**src/rtl/snake_pkg.sv**
```systemverilog
// Shared encodings and screen geometry for the snake game controller, head datapath and renderer.
package snake_pkg;

  typedef enum logic [1:0] {
    DIR_UP    = 2'b00,
    DIR_DOWN  = 2'b01,
    DIR_LEFT  = 2'b10,
    DIR_RIGHT = 2'b11
  } dir_t;

  typedef enum logic [1:0] {
    ST_IDLE  = 2'b00,
    ST_PLAY  = 2'b01,
    ST_PAUSE = 2'b10,
    ST_OVER  = 2'b11
  } state_t;

  localparam int SCREEN_W  = 640;
  localparam int SCREEN_H  = 480;
  localparam int BORDER_PX = 20;
  localparam int HEAD_PX   = 20;
  localparam int STEP_PX   = 10;

  localparam int DELAY_W = 24;

  // Opposite directions share bit 1 and differ only in bit 0.
  function automatic logic is_reverse(dir_t a, dir_t b);
    return (a[1] == b[1]) && (a[0] != b[0]);
  endfunction

endpackage

```
**src/rtl/snake_move_timer.sv**
```systemverilog
// Programmable move tick: counts 0..period-1 while enabled; the period is latched on clear and on every wrap.
module snake_move_timer
  import snake_pkg::*;
(
  input  logic               clk,
  input  logic               srst,
  input  logic               enable,
  input  logic               clear,
  input  logic [DELAY_W-1:0] delay,
  output logic               tick
);

  logic [DELAY_W-1:0] count_reg;
  logic [DELAY_W-1:0] period_reg;

  assign tick = enable && !clear && (count_reg == period_reg - DELAY_W'(1));

  always_ff @(posedge clk) begin
    if (srst) begin
      count_reg  <= '0;
      period_reg <= '0;
    end else if (clear || tick) begin
      count_reg  <= '0;
      period_reg <= delay;
    end else if (enable) begin
      count_reg <= count_reg + DELAY_W'(1);
    end
  end

endmodule

```
**src/rtl/snake_game_ctrl.sv**
```systemverilog
// Top-level snake game sequencer: game FSM, move tick, direction commit, wall prediction, score/length/speed.
module snake_game_ctrl
  import snake_pkg::*;
#(
  parameter int SCREEN_WIDTH     = SCREEN_W,
  parameter int SCREEN_HEIGHT    = SCREEN_H,
  parameter int BORDER_THICKNESS = BORDER_PX,
  parameter int SNAKEHEAD_SIZE   = HEAD_PX,
  parameter int MOVE_STEP        = STEP_PX,
  parameter int MOVE_DELAY       = 5_000_000,
  parameter int MIN_DELAY        = 1_000_000,
  parameter int SPEED_STEP       = 250_000,
  parameter int INIT_LEN         = 3,
  parameter int MAX_LEN          = 64
) (
  input  logic        CLOCK_50,
  input  logic        reset,
  input  logic [3:0]  KEY,
  input  logic        start,
  input  logic        pause,
  input  logic [11:0] head_x,
  input  logic [11:0] head_y,
  input  logic        food_hit,
  input  logic        self_hit,
  output logic        move_en,
  output logic        restart,
  output logic [1:0]  dir,
  output logic [1:0]  state,
  output logic        game_over,
  output logic        grow,
  output logic [15:0] score,
  output logic [7:0]  snake_len
);

  localparam logic [DELAY_W-1:0] DELAY_INIT = DELAY_W'(MOVE_DELAY);
  localparam logic [DELAY_W-1:0] DELAY_MIN  = DELAY_W'(MIN_DELAY);
  localparam logic [DELAY_W-1:0] DELAY_STEP = DELAY_W'(SPEED_STEP);
  localparam logic [7:0]         LEN_INIT   = 8'(INIT_LEN);
  localparam logic [7:0]         LEN_MAX    = 8'(MAX_LEN);

  // Legal top-left range of the head; "x + size > width - border" folds into "x > x_hi".
  localparam logic signed [12:0] X_LO = 13'(BORDER_THICKNESS);
  localparam logic signed [12:0] X_HI = 13'(SCREEN_WIDTH - BORDER_THICKNESS - SNAKEHEAD_SIZE);
  localparam logic signed [12:0] Y_LO = 13'(BORDER_THICKNESS);
  localparam logic signed [12:0] Y_HI = 13'(SCREEN_HEIGHT - BORDER_THICKNESS - SNAKEHEAD_SIZE);
  localparam logic signed [12:0] STEP = 13'(MOVE_STEP);

  state_t             state_reg;
  dir_t               dir_reg;
  dir_t               pending_reg;
  logic [15:0]        score_reg;
  logic [7:0]         len_reg;
  logic [DELAY_W-1:0] delay_reg;
  logic               move_en_reg;
  logic               restart_reg;
  logic               grow_reg;
  logic               food_prev_reg;
  logic               start_armed_reg;

  logic               tick;
  logic               wall_hit;
  logic               food_edge;
  logic               start_game;
  logic               key_valid;
  dir_t               key_dir;
  dir_t               dir_ref;
  logic signed [12:0] next_x;
  logic signed [12:0] next_y;

  snake_move_timer u_timer (
    .clk    (CLOCK_50),
    .srst   (reset),
    .enable (state_reg == ST_PLAY),
    .clear  ((state_reg == ST_IDLE) || restart_reg),
    .delay  (delay_reg),
    .tick   (tick)
  );

  always_comb begin
    key_valid = 1'b1;
    key_dir   = DIR_RIGHT;
    if (!KEY[2])      key_dir = DIR_UP;
    else if (!KEY[1]) key_dir = DIR_DOWN;
    else if (!KEY[3]) key_dir = DIR_LEFT;
    else if (!KEY[0]) key_dir = DIR_RIGHT;
    else              key_valid = 1'b0;
  end

  // On a tick the pending dir becomes committed this cycle, so reversal is judged against it.
  assign dir_ref = tick ? pending_reg : dir_reg;

  always_comb begin
    next_x = $signed({1'b0, head_x});
    next_y = $signed({1'b0, head_y});
    case (pending_reg)
      DIR_UP:    next_y = next_y - STEP;
      DIR_DOWN:  next_y = next_y + STEP;
      DIR_LEFT:  next_x = next_x - STEP;
      DIR_RIGHT: next_x = next_x + STEP;
    endcase
  end

  assign wall_hit   = (next_x < X_LO) || (next_x > X_HI) || (next_y < Y_LO) || (next_y > Y_HI);
  assign food_edge  = food_hit && !food_prev_reg;
  assign start_game = start && ((state_reg == ST_IDLE) || (state_reg == ST_OVER && start_armed_reg));

  always_ff @(posedge CLOCK_50) begin
    if (reset) begin
      state_reg       <= ST_IDLE;
      dir_reg         <= DIR_RIGHT;
      pending_reg     <= DIR_RIGHT;
      score_reg       <= '0;
      len_reg         <= LEN_INIT;
      delay_reg       <= DELAY_INIT;
      move_en_reg     <= 1'b0;
      restart_reg     <= 1'b0;
      grow_reg        <= 1'b0;
      food_prev_reg   <= 1'b0;
      start_armed_reg <= 1'b0;
    end else begin
      move_en_reg   <= 1'b0;
      restart_reg   <= 1'b0;
      grow_reg      <= 1'b0;
      food_prev_reg <= food_hit;

      if (start_game) begin
        state_reg   <= ST_PLAY;
        restart_reg <= 1'b1;
        dir_reg     <= DIR_RIGHT;
        pending_reg <= DIR_RIGHT;
        score_reg   <= '0;
        len_reg     <= LEN_INIT;
        delay_reg   <= DELAY_INIT;
      end

      case (state_reg)
        ST_PLAY: begin
          if (key_valid && !is_reverse(key_dir, dir_ref))
            pending_reg <= key_dir;
          if (self_hit || (tick && wall_hit)) begin
            state_reg       <= ST_OVER;
            start_armed_reg <= 1'b0;
          end else begin
            if (food_edge) begin
              grow_reg <= 1'b1;
              if (score_reg != 16'hFFFF) score_reg <= score_reg + 16'd1;
              if (len_reg < LEN_MAX)     len_reg   <= len_reg + 8'd1;
              if (delay_reg >= DELAY_MIN + DELAY_STEP) delay_reg <= delay_reg - DELAY_STEP;
              else                                     delay_reg <= DELAY_MIN;
            end
            if (tick) begin
              move_en_reg <= 1'b1;
              dir_reg     <= pending_reg;
            end
            if (pause) state_reg <= ST_PAUSE;
          end
        end
        ST_PAUSE: if (!pause) state_reg <= ST_PLAY;
        ST_OVER:  if (!start) start_armed_reg <= 1'b1;
        default: ;
      endcase
    end
  end

  assign move_en   = move_en_reg;
  assign restart   = restart_reg;
  assign dir       = dir_reg;
  assign state     = state_reg;
  assign game_over = (state_reg == ST_OVER);
  assign grow      = grow_reg;
  assign score     = score_reg;
  assign snake_len = len_reg;

endmodule

```
**config.mk**
```make
export PLATFORM = sky130hd
export DESIGN_NAME = snake_game_ctrl
export DESIGN_NICKNAME = d
export VERILOG_FILES = /design/src/rtl/snake_pkg.sv /design/src/rtl/snake_move_timer.sv /design/src/rtl/snake_game_ctrl.sv
export SDC_FILE = /design/constraint.sdc
export NUM_CORES = 1
export LEC_CHECK = 0
export ABC_AREA = 1
export CAP_MARGIN = 5
export CORE_MARGIN = 1.5
export CORE_UTILIZATION = 48
export CTS_CLUSTER_DIAMETER = 200
export DETAILED_ROUTE_END_ITERATION = 16
export PLACE_DENSITY = 0.68
export SLEW_MARGIN = 20
export SYNTH_ARGS = -nofsm -noshare
export SYNTH_HDL_FRONTEND = slang
export SYNTH_SLANG_ARGS = --single-unit
```
**constraint.sdc**
```tcl
create_clock -name CLOCK_50 -period 8.49 [get_ports CLOCK_50]
set_input_delay 1.698 -clock CLOCK_50 [delete_from_list [all_inputs] [get_ports CLOCK_50]]
set_output_delay 1.698 -clock CLOCK_50 [all_outputs]
set_load 0.05 [all_outputs]
```
==> run summary, run 1 <==
================================================================================
Outcome                                                             finished clean
Achievable Freq                                                          196 MHz
Global-route wire length before repair                                  37700 um
Setup tns final                                                             0 ns
Count of flip-flops with a built-in enable after synthesis                     0
Fraction of layout instances using a drive strength above 1                3.91%
Relative contribution of the clock network to total power                  17.4%
CTS sink count                                                               107
Final non-filler cell area                                          0.00958 sq mm
Post-synthesis sequential area ratio                                       25.2%
Critical path peak fanout                                                     35
Cell Rows                                                                     48
Peak supply drop                                                          127 uV
Cell type with the highest occurrence count on the critical path         nand2_1
Crit path max-delay cell type                                       clkdlybuf4s50_1
Number of CTS-inserted buffers                                                 9
Transition time at the pin with the least slew margin                    1.00 ns
Largest net degree at the start of global routing                             65
Count of pins over their slew limit                                            0
Cells taking the most area after synthesis                          dfxtp_1 25%, nand2_1 18%, nor2_1 8.3%
Average routed wire per standard cell                                    13.5 um
Share of the clock period used by the worst path after layout              60.1%
MaxCap Viol Count                                                              0
Net Sw Frac                                                                48.3%
CP arrival                                                               5.40 ns
Number of buffers added to fix hold violations after cts                       0
Initial antenna violation count                                                0
Nets                                                                        1521
Unrepaired setup endpoints after global routing                            false
Cell accounting for the most synthesized area                            dfxtp_1
Fraction of synthesized cell area taken by the top area cell type          25.2%
Final-layout fill cell count                                                1772
Fraction of power consumed by combinational cells                          55.5%
Most used standard cell by instance count after synthesis                nand2_1
Hold crit path type                                                 flip-flop to flip-flop
Number of buffer cells added on primary ports                                 65
Core Util, Final                                                           55.4%
Number of global-route vias before repair                                   7873
Main synth FF type                                                       dfxtp_1
Cell-by-cell listing of the critical path                           clkdlybuf4s50_1 -> inv_1 -> fa_1 -> inv_1 -> nand3_1 -> nand2_1 -> nand2_1 -> nand3_1 -> nand2_1 -> o21ai_0 -> nor2_1 -> a21boi_0 -> nand3_1 -> o21bai_4 -> nand4_4 -> nor2_2 -> nand2_1 -> nand2_1
Routed wire length                                                      22800 um
Detailed-router iteration count before antenna repair                          5
CTS H-tree lvls                                                                3
Count of boundary I/O pins                                                    66
Initial cell density of the core                                           49.1%
Placeable core region                                               0.0173 sq mm
Final hold slack                                                        0.460 ns
Average vias per placed instance                                            5.23
Mean post-synth cell area                                             6.01 sq um
Multi-input gate area                                               0.00552 sq mm
Final estimated routing congestion in global placement                     0.914
Flip-flop and latch area                                            0.00214 sq mm
Detailed placement HPWL                                                 17100 um
Number of instances in the synthesized netlist                              1412
Final hold violations                                                          0
Synth-to-layout area growth                                                12.9%
Area enclosed by the die boundary                                   0.0185 sq mm
Die Span X                                                                136 um
Category of the worst setup path capture point                         flip-flop
Power per cell area                                                  255 mW/mm^2
Drt drc                                                                        0
Count of distinct cell types in the synthesized netlist                       52
Leakage                                                                  4.33 nW
Diodes inserted                                                                0
Async S/R FF share, synth                                                     0%
Top Family by Delay on Critical Path                                simple AND/OR/NAND/NOR gates
Insertion delay of the later-clocked pin in the worst-skew pair          0.36 ns
Antenna-violating nets left                                                    0
Total of warnings raised by yosys                                              0
Bufs and invs on worst path                                                    3
Top cell types by occurrence after synthesis                        396 x nand2_1, 187 x nor2_1, 171 x inv_1
Clock Pin Slew Worst Setup and Hold Paths                                0.07 ns
Number of DRC violations after detailed-routing iteration 0                  484
Post-place instance area                                            0.00929 sq mm
Overall fraction of global-route tracks in use                             25.3%
Post-CTS Setup Repair Bufs                                                     0
Clock skew                                                             0.0140 ns
Number of cells upsized or downsized after cts                                 0
Min Tclk post-route                                                      5.10 ns
Buffer cell driving the clock tree root                                clkbuf_16
Final setup fails                                                              0
Synthesized net count                                                       1477
Startpoint class of the critical path                                 input port
Psw                                                                    0.00118 W
Largest buffer count on any clock path                                         2
Chip height                                                               136 um
Relative slew margins                                                      33.1%
WP data required                                                         8.79 ns
Cell-internal power                                                    0.00126 W
Type of the worst setup path                                        input port to flip-flop
Vias                                                                        8805
Sequential group share of total power                                      27.1%
Maximum single-stage delay on the critical path                          0.52 ns
Total gr overflow                                                              0
Flops & latches, synth                                                       107
Post-Synthesis Cell Area                                            0.00849 sq mm
CTS tree                                                                     yes
================================================================================
[worst register-to-register path, stage by stage (launching register included)]
cell and delay, ns:
dfxtp_1 0.45, inv_1 0.11, nor2_1 0.32, inv_1 0.29
ha_1 0.47, inv_1 0.08, nor3_1 0.24, nand2_1 0.14
nand3_1 0.11, nand3_1 0.07, o21ai_0 0.17, nor2_1 0.07
a21boi_0 0.20, nand3_1 0.18, o21bai_4 0.29, nand4_4 0.52
nor2_2 0.47, nand2_1 0.11, nand2_1 0.09
[final timing paths]
check	start	end	slack (ns)	depth (start not counted)
worst max-delay path	head_y[1]	delay_reg[12]	3.39	18
worst min-delay path	start_armed_reg	start_armed_reg	0.46	2
worst max register to register	pending_reg[0]	delay_reg[12]	4.08	18
worst min register to register	start_armed_reg	start_armed_reg	0.46	2
[stage by stage]
step | cells | total power (W) | setup slack (ns)
3_3_place_gp | 1670 | 0.00200 | 3.27
4_1_cts | 1684 | 0.00245 | 3.45
2_1_floorplan | 1412 | 0.00171 | 4.49
3_5_place_dp | 1670 | 0.00201 | 3.07
6_report | 1684 | 0.00244 | 3.39
5_1_grt | 1684 | 0.00267 | 3.09
[power by group through the flow]
stage	sequential [W]	clock [W]	combinational (W)
6_report	0.000660	0.000425	0.00135
3_5_place_dp	0.000671	0	0.00134
3_3_place_gp	0.000670	0	0.00133
2_1_floorplan	0.000685	0	0.00103
4_1_cts	0.000660	0.000434	0.00135
5_1_grt	0.000673	0.000449	0.00155
[per-layer routing]
metal	global-route usage, %	vias to the layer above	part of all wire [%]
met5	0	-	0
met4	7.09	0	1.8
met3	3.54	28	4.7
met2	41.8	207	46
met1	34.4	3914	48
li1	-	4656	-
[cells by family after synthesis]
| kind of cell | Yosys count | share of synthesized area [%] |
|---|---|---|
| adder cells (fa/ha/maj) | 31 | 4.75 |
| buffers and inverters | 213 | 9.79 |
| flip-flops | 107 | 25.2 |
| XOR/XNOR | 57 | 6.21 |
| AND/OR/NAND/NOR | 829 | 42.6 |
| multiplexers | 2 | 0.236 |
| AO/OA/AOI/OAI | 173 | 11.2 |
[final cells by class]
cell class / count / area share [%]
clock buffers: 10 / 2.49
well taps: 225 / 2.94
repair buffers: 71 / 7.26
inverters: 175 / 6.85
flip-flops and latches: 107 / 22.4
multi-input cells: 1092 / 57.6
clock inverters: 4 / 0.548
[cell usage in the layout (no fill, tap or decap), types with 39 or more instances in the layout]
cell type	n
nand3_1	123
nor2_1	187
xor2_1	39
a21oi_1	65
inv_1	170
nand4_1	50
dfxtp_1	107
o21ai_0	75
clkdlybuf4s50_1	65
nand2_1	396
No activity file was read; power rests on OpenSTA's default activity.
==> run 2, diff against run 1 <==
--- a/config.mk
+++ b/config.mk
@@ -11,7 +11,7 @@
 export CORE_UTILIZATION = 48
 export CTS_CLUSTER_DIAMETER = 200
 export DETAILED_ROUTE_END_ITERATION = 16
-export PLACE_DENSITY = 0.68
+export PLACE_DENSITY = 0.7
 export SLEW_MARGIN = 20
 export SYNTH_ARGS = -nofsm -noshare
 export SYNTH_HDL_FRONTEND = slang
==> constraint.sdc (replaced) <==
create_clock -name CLOCK_50 -period 4.2 [get_ports CLOCK_50]
set_input_delay 0.84 -clock CLOCK_50 [delete_from_list [all_inputs] [get_ports CLOCK_50]]
set_output_delay 0.84 -clock CLOCK_50 [all_outputs]
set_load 0.05 [all_outputs]
==> run summary, run 2 (synthesized netlist as in run 1, its figures left out) <==
===============================================================================
Detailed placement HPWL                                                17300 um   +1.1%
Leakage                                                                 4.43 nW   +2.2%
Post-route total power                                                0.00505 W   +110%
Setup tns final                                                            0 ns   unchanged
Most common cell after layout, fill and taps aside                      nand2_1
Chip height                                                              136 um   unchanged
Number of buffer cells added on primary ports                                65   unchanged
Startpoint class of the critical path                                input port
Cell Rows                                                                    48   unchanged
Largest net degree at the start of global routing                            55   -15%
Initial cell density of the core                                          49.1%   unchanged
Initial antenna violation count                                               0   unchanged
Number of buffers added to fix hold violations after cts                      0   unchanged
Unrepaired setup endpoints after global routing                           false
CTS sink count                                                              107   unchanged
Clock skew                                                            0.0151 ns   +0.00117 ns
Critical path peak fanout                                                    18   -49%
Global-route wire length before repair                                 38100 um   +0.97%
Worst reg2reg path depth                                                     17   -1
Clock Pin Slew Worst Setup and Hold Paths                               0.08 ns   about the same
Synth-to-layout area growth                                               14.8%
Transition time at the pin with the least slew margin                  0.878 ns   -0.123 ns
Power per cell area                                                 518 mW/mm^2   +100%
Diodes inserted                                                               0   unchanged
Largest buffer count on any clock path                                        2   unchanged
Post-CTS Setup Repair Bufs                                                    0   unchanged
Overall fraction of global-route tracks in use                            25.3%   about the same
Number of DRC violations after detailed-routing iteration 0                 614   +27%
Number of global-route vias before repair                                  8081   +2.6%
Count of boundary I/O pins                                                   66   unchanged
Die Span X                                                               136 um   unchanged
Drt drc                                                                       0   unchanged
CP arrival                                                              4.07 ns   -1.33 ns
Cell type with the highest occurrence count on the critical path        nand2_1
Routed wire length                                                     22800 um   about the same
Flip-flop and latch area                                           0.00214 sq mm   unchanged
Final estimated routing congestion in global placement                    0.905   -0.94%
Buffer cell driving the clock tree root                               clkbuf_16
Number of stages on the worst hold path                                       2   unchanged
Maximum single-stage delay on the critical path                         0.50 ns   -0.02 ns
Area enclosed by the die boundary                                  0.0185 sq mm   unchanged
Fraction of layout instances using a drive strength above 1               5.14%   +1.2 points
Bufs and invs on worst path                                                   3   unchanged
Peak supply drop                                                         297 uV   +130%
Number of cells upsized or downsized after cts                                0   unchanged
Total gr overflow                                                             0   unchanged
Antenna-violating nets left                                                   0   unchanged
Crit path max-delay cell type                                      clkdlybuf4s50_1
Count of pins over their slew limit                                           0   unchanged
Final hold violations                                                         0   unchanged
Cell-by-cell listing of the critical path                          clkdlybuf4s50_1 -> inv_1 -> fa_1 -> inv_1 -> nand3_1 -> nand2_1 -> nand2_1 -> nand3_1 -> nand2_1 -> o21ai_0 -> nor2_1 -> a21boi_0 -> nand3_1 -> o21bai_4 -> nand4_4 -> nor2_2 -> nand2_1 -> nand2_1
Critical path depth                                                          18   unchanged
CTS H-tree lvls                                                               3   unchanged
Vias                                                                       9009   +2.3%
Hold crit path type                                                flip-flop to flip-flop
Type of the worst setup path                                       input port to flip-flop
Category of the worst setup path capture point                        flip-flop
Share of the clock period used by the worst path after layout             89.6%
Outcome                                                            finished clean
Top Family by Delay on Critical Path                               simple AND/OR/NAND/NOR gates
Multi-input gate area                                              0.00552 sq mm   unchanged
Most used cells in the layout excluding fill and tap cells         396 x nand2_1, 187 x nor2_1, 170 x inv_1, 123 x nand3_1, 107 x dfxtp_1
Achievable Freq                                                         266 MHz
MaxCap Viol Count                                                             0   unchanged
Nets                                                                       1538   +1.1%
Placeable core region                                              0.0173 sq mm   unchanged
Average vias per placed instance                                           5.29   +1.2%
Final setup fails                                                             0   unchanged
Insertion delay of the later-clocked pin in the worst-skew pair         0.36 ns   about the same
Number of CTS-inserted buffers                                                9   unchanged
WP data required                                                        4.51 ns   -4.28 ns
Detailed-router iteration count before antenna repair                         6   +1
Min Tclk post-route                                                     3.77 ns
CTS tree                                                                    yes
Final-layout fill cell count                                               1780   +0.45%
Relative slew margins                                                     41.4%   +8.3 points
Average routed wire per standard cell                                   13.4 um   -1.2%
===============================================================================
run 2: cell types whose count changed in the layout (fill, tap and decap cells not counted):
cell | previous run | this run
clkinv_8 | 0 | 1
inv_8 | 0 | 3
clkinv_4 | 2 | 1
clkinv_2 | 1 | 0
buf_4 | 6 | 23
run 2: area by class of cell:
type | count | area share [%]
inverter | 175 | 6.74
sequential | 107 | 22.0
clock buffer | 10 | 2.45
multi-input combinational | 1092 | 56.6
tap | 225 | 2.89
clock inverter | 6 | 0.911
timing repair buffer | 88 | 8.45
run 2: power breakdown:
part           total (W)  internal [W]  leakage, nW  switching, W
clock           0.000937      0.000499        0.161      0.000438
combinational    0.00277      0.000953         3.40       0.00182
sequential       0.00134       0.00116        0.871      0.000180
run 2: path summary, 6_finish.rpt:
| path | start | end | slack (ns) |
|---|---|---|---|
| max reg2reg | pending_reg[1] | delay_reg[23] | 0.59 |
| min | start_armed_reg | start_armed_reg | 0.46 |
| max | head_y[2] | delay_reg[23] | 0.43 |
| min reg2reg | start_armed_reg | start_armed_reg | 0.46 |
run 2: metal layers:
metal | part of all wire, % | GRT usage (%) | routed length [um]
met5 | 0 | 0 | 0
met3 | 4.3 | 2.76 | 977
met2 | 47 | 44.1 | 10800
met1 | 47 | 32.9 | 10700
met4 | 1.7 | 7.62 | 380
run 2: worst register-to-register path, stage by stage (launching register included):
cell and delay [ns]:
dfxtp_1 0.44, nand2_1 0.35, ha_1 0.48, a21oi_1 0.25
nor2_1 0.07, nor2_1 0.16, nand2_1 0.08, nand2_1 0.06
nand3_1 0.07, o21ai_0 0.13, nand3_1 0.11, nand2_1 0.10
nand3_1 0.18, o21bai_4 0.26, nand4_4 0.32, nor2_2 0.36
nand2_1 0.10, nand2_1 0.07
run 2: stage by stage:
step | std cells | setup slack (ns) | hold WS (ns) | cell area, sq um | util [%]
global route | 1703 | 0.0636 | 0.489 | 9750 | 56.4
global placement | 1687 | 0.164 | 0.443 | 9420 | 54.5
CTS | 1703 | 0.441 | 0.462 | 9750 | 56.4
finish | 1703 | 0.435 | 0.460 | 9750 | 56.4
detailed placement | 1687 | 0.0686 | 0.448 | 9420 | 54.5
floorplan | 1412 | 0.878 | 0.428 | 8490 | -
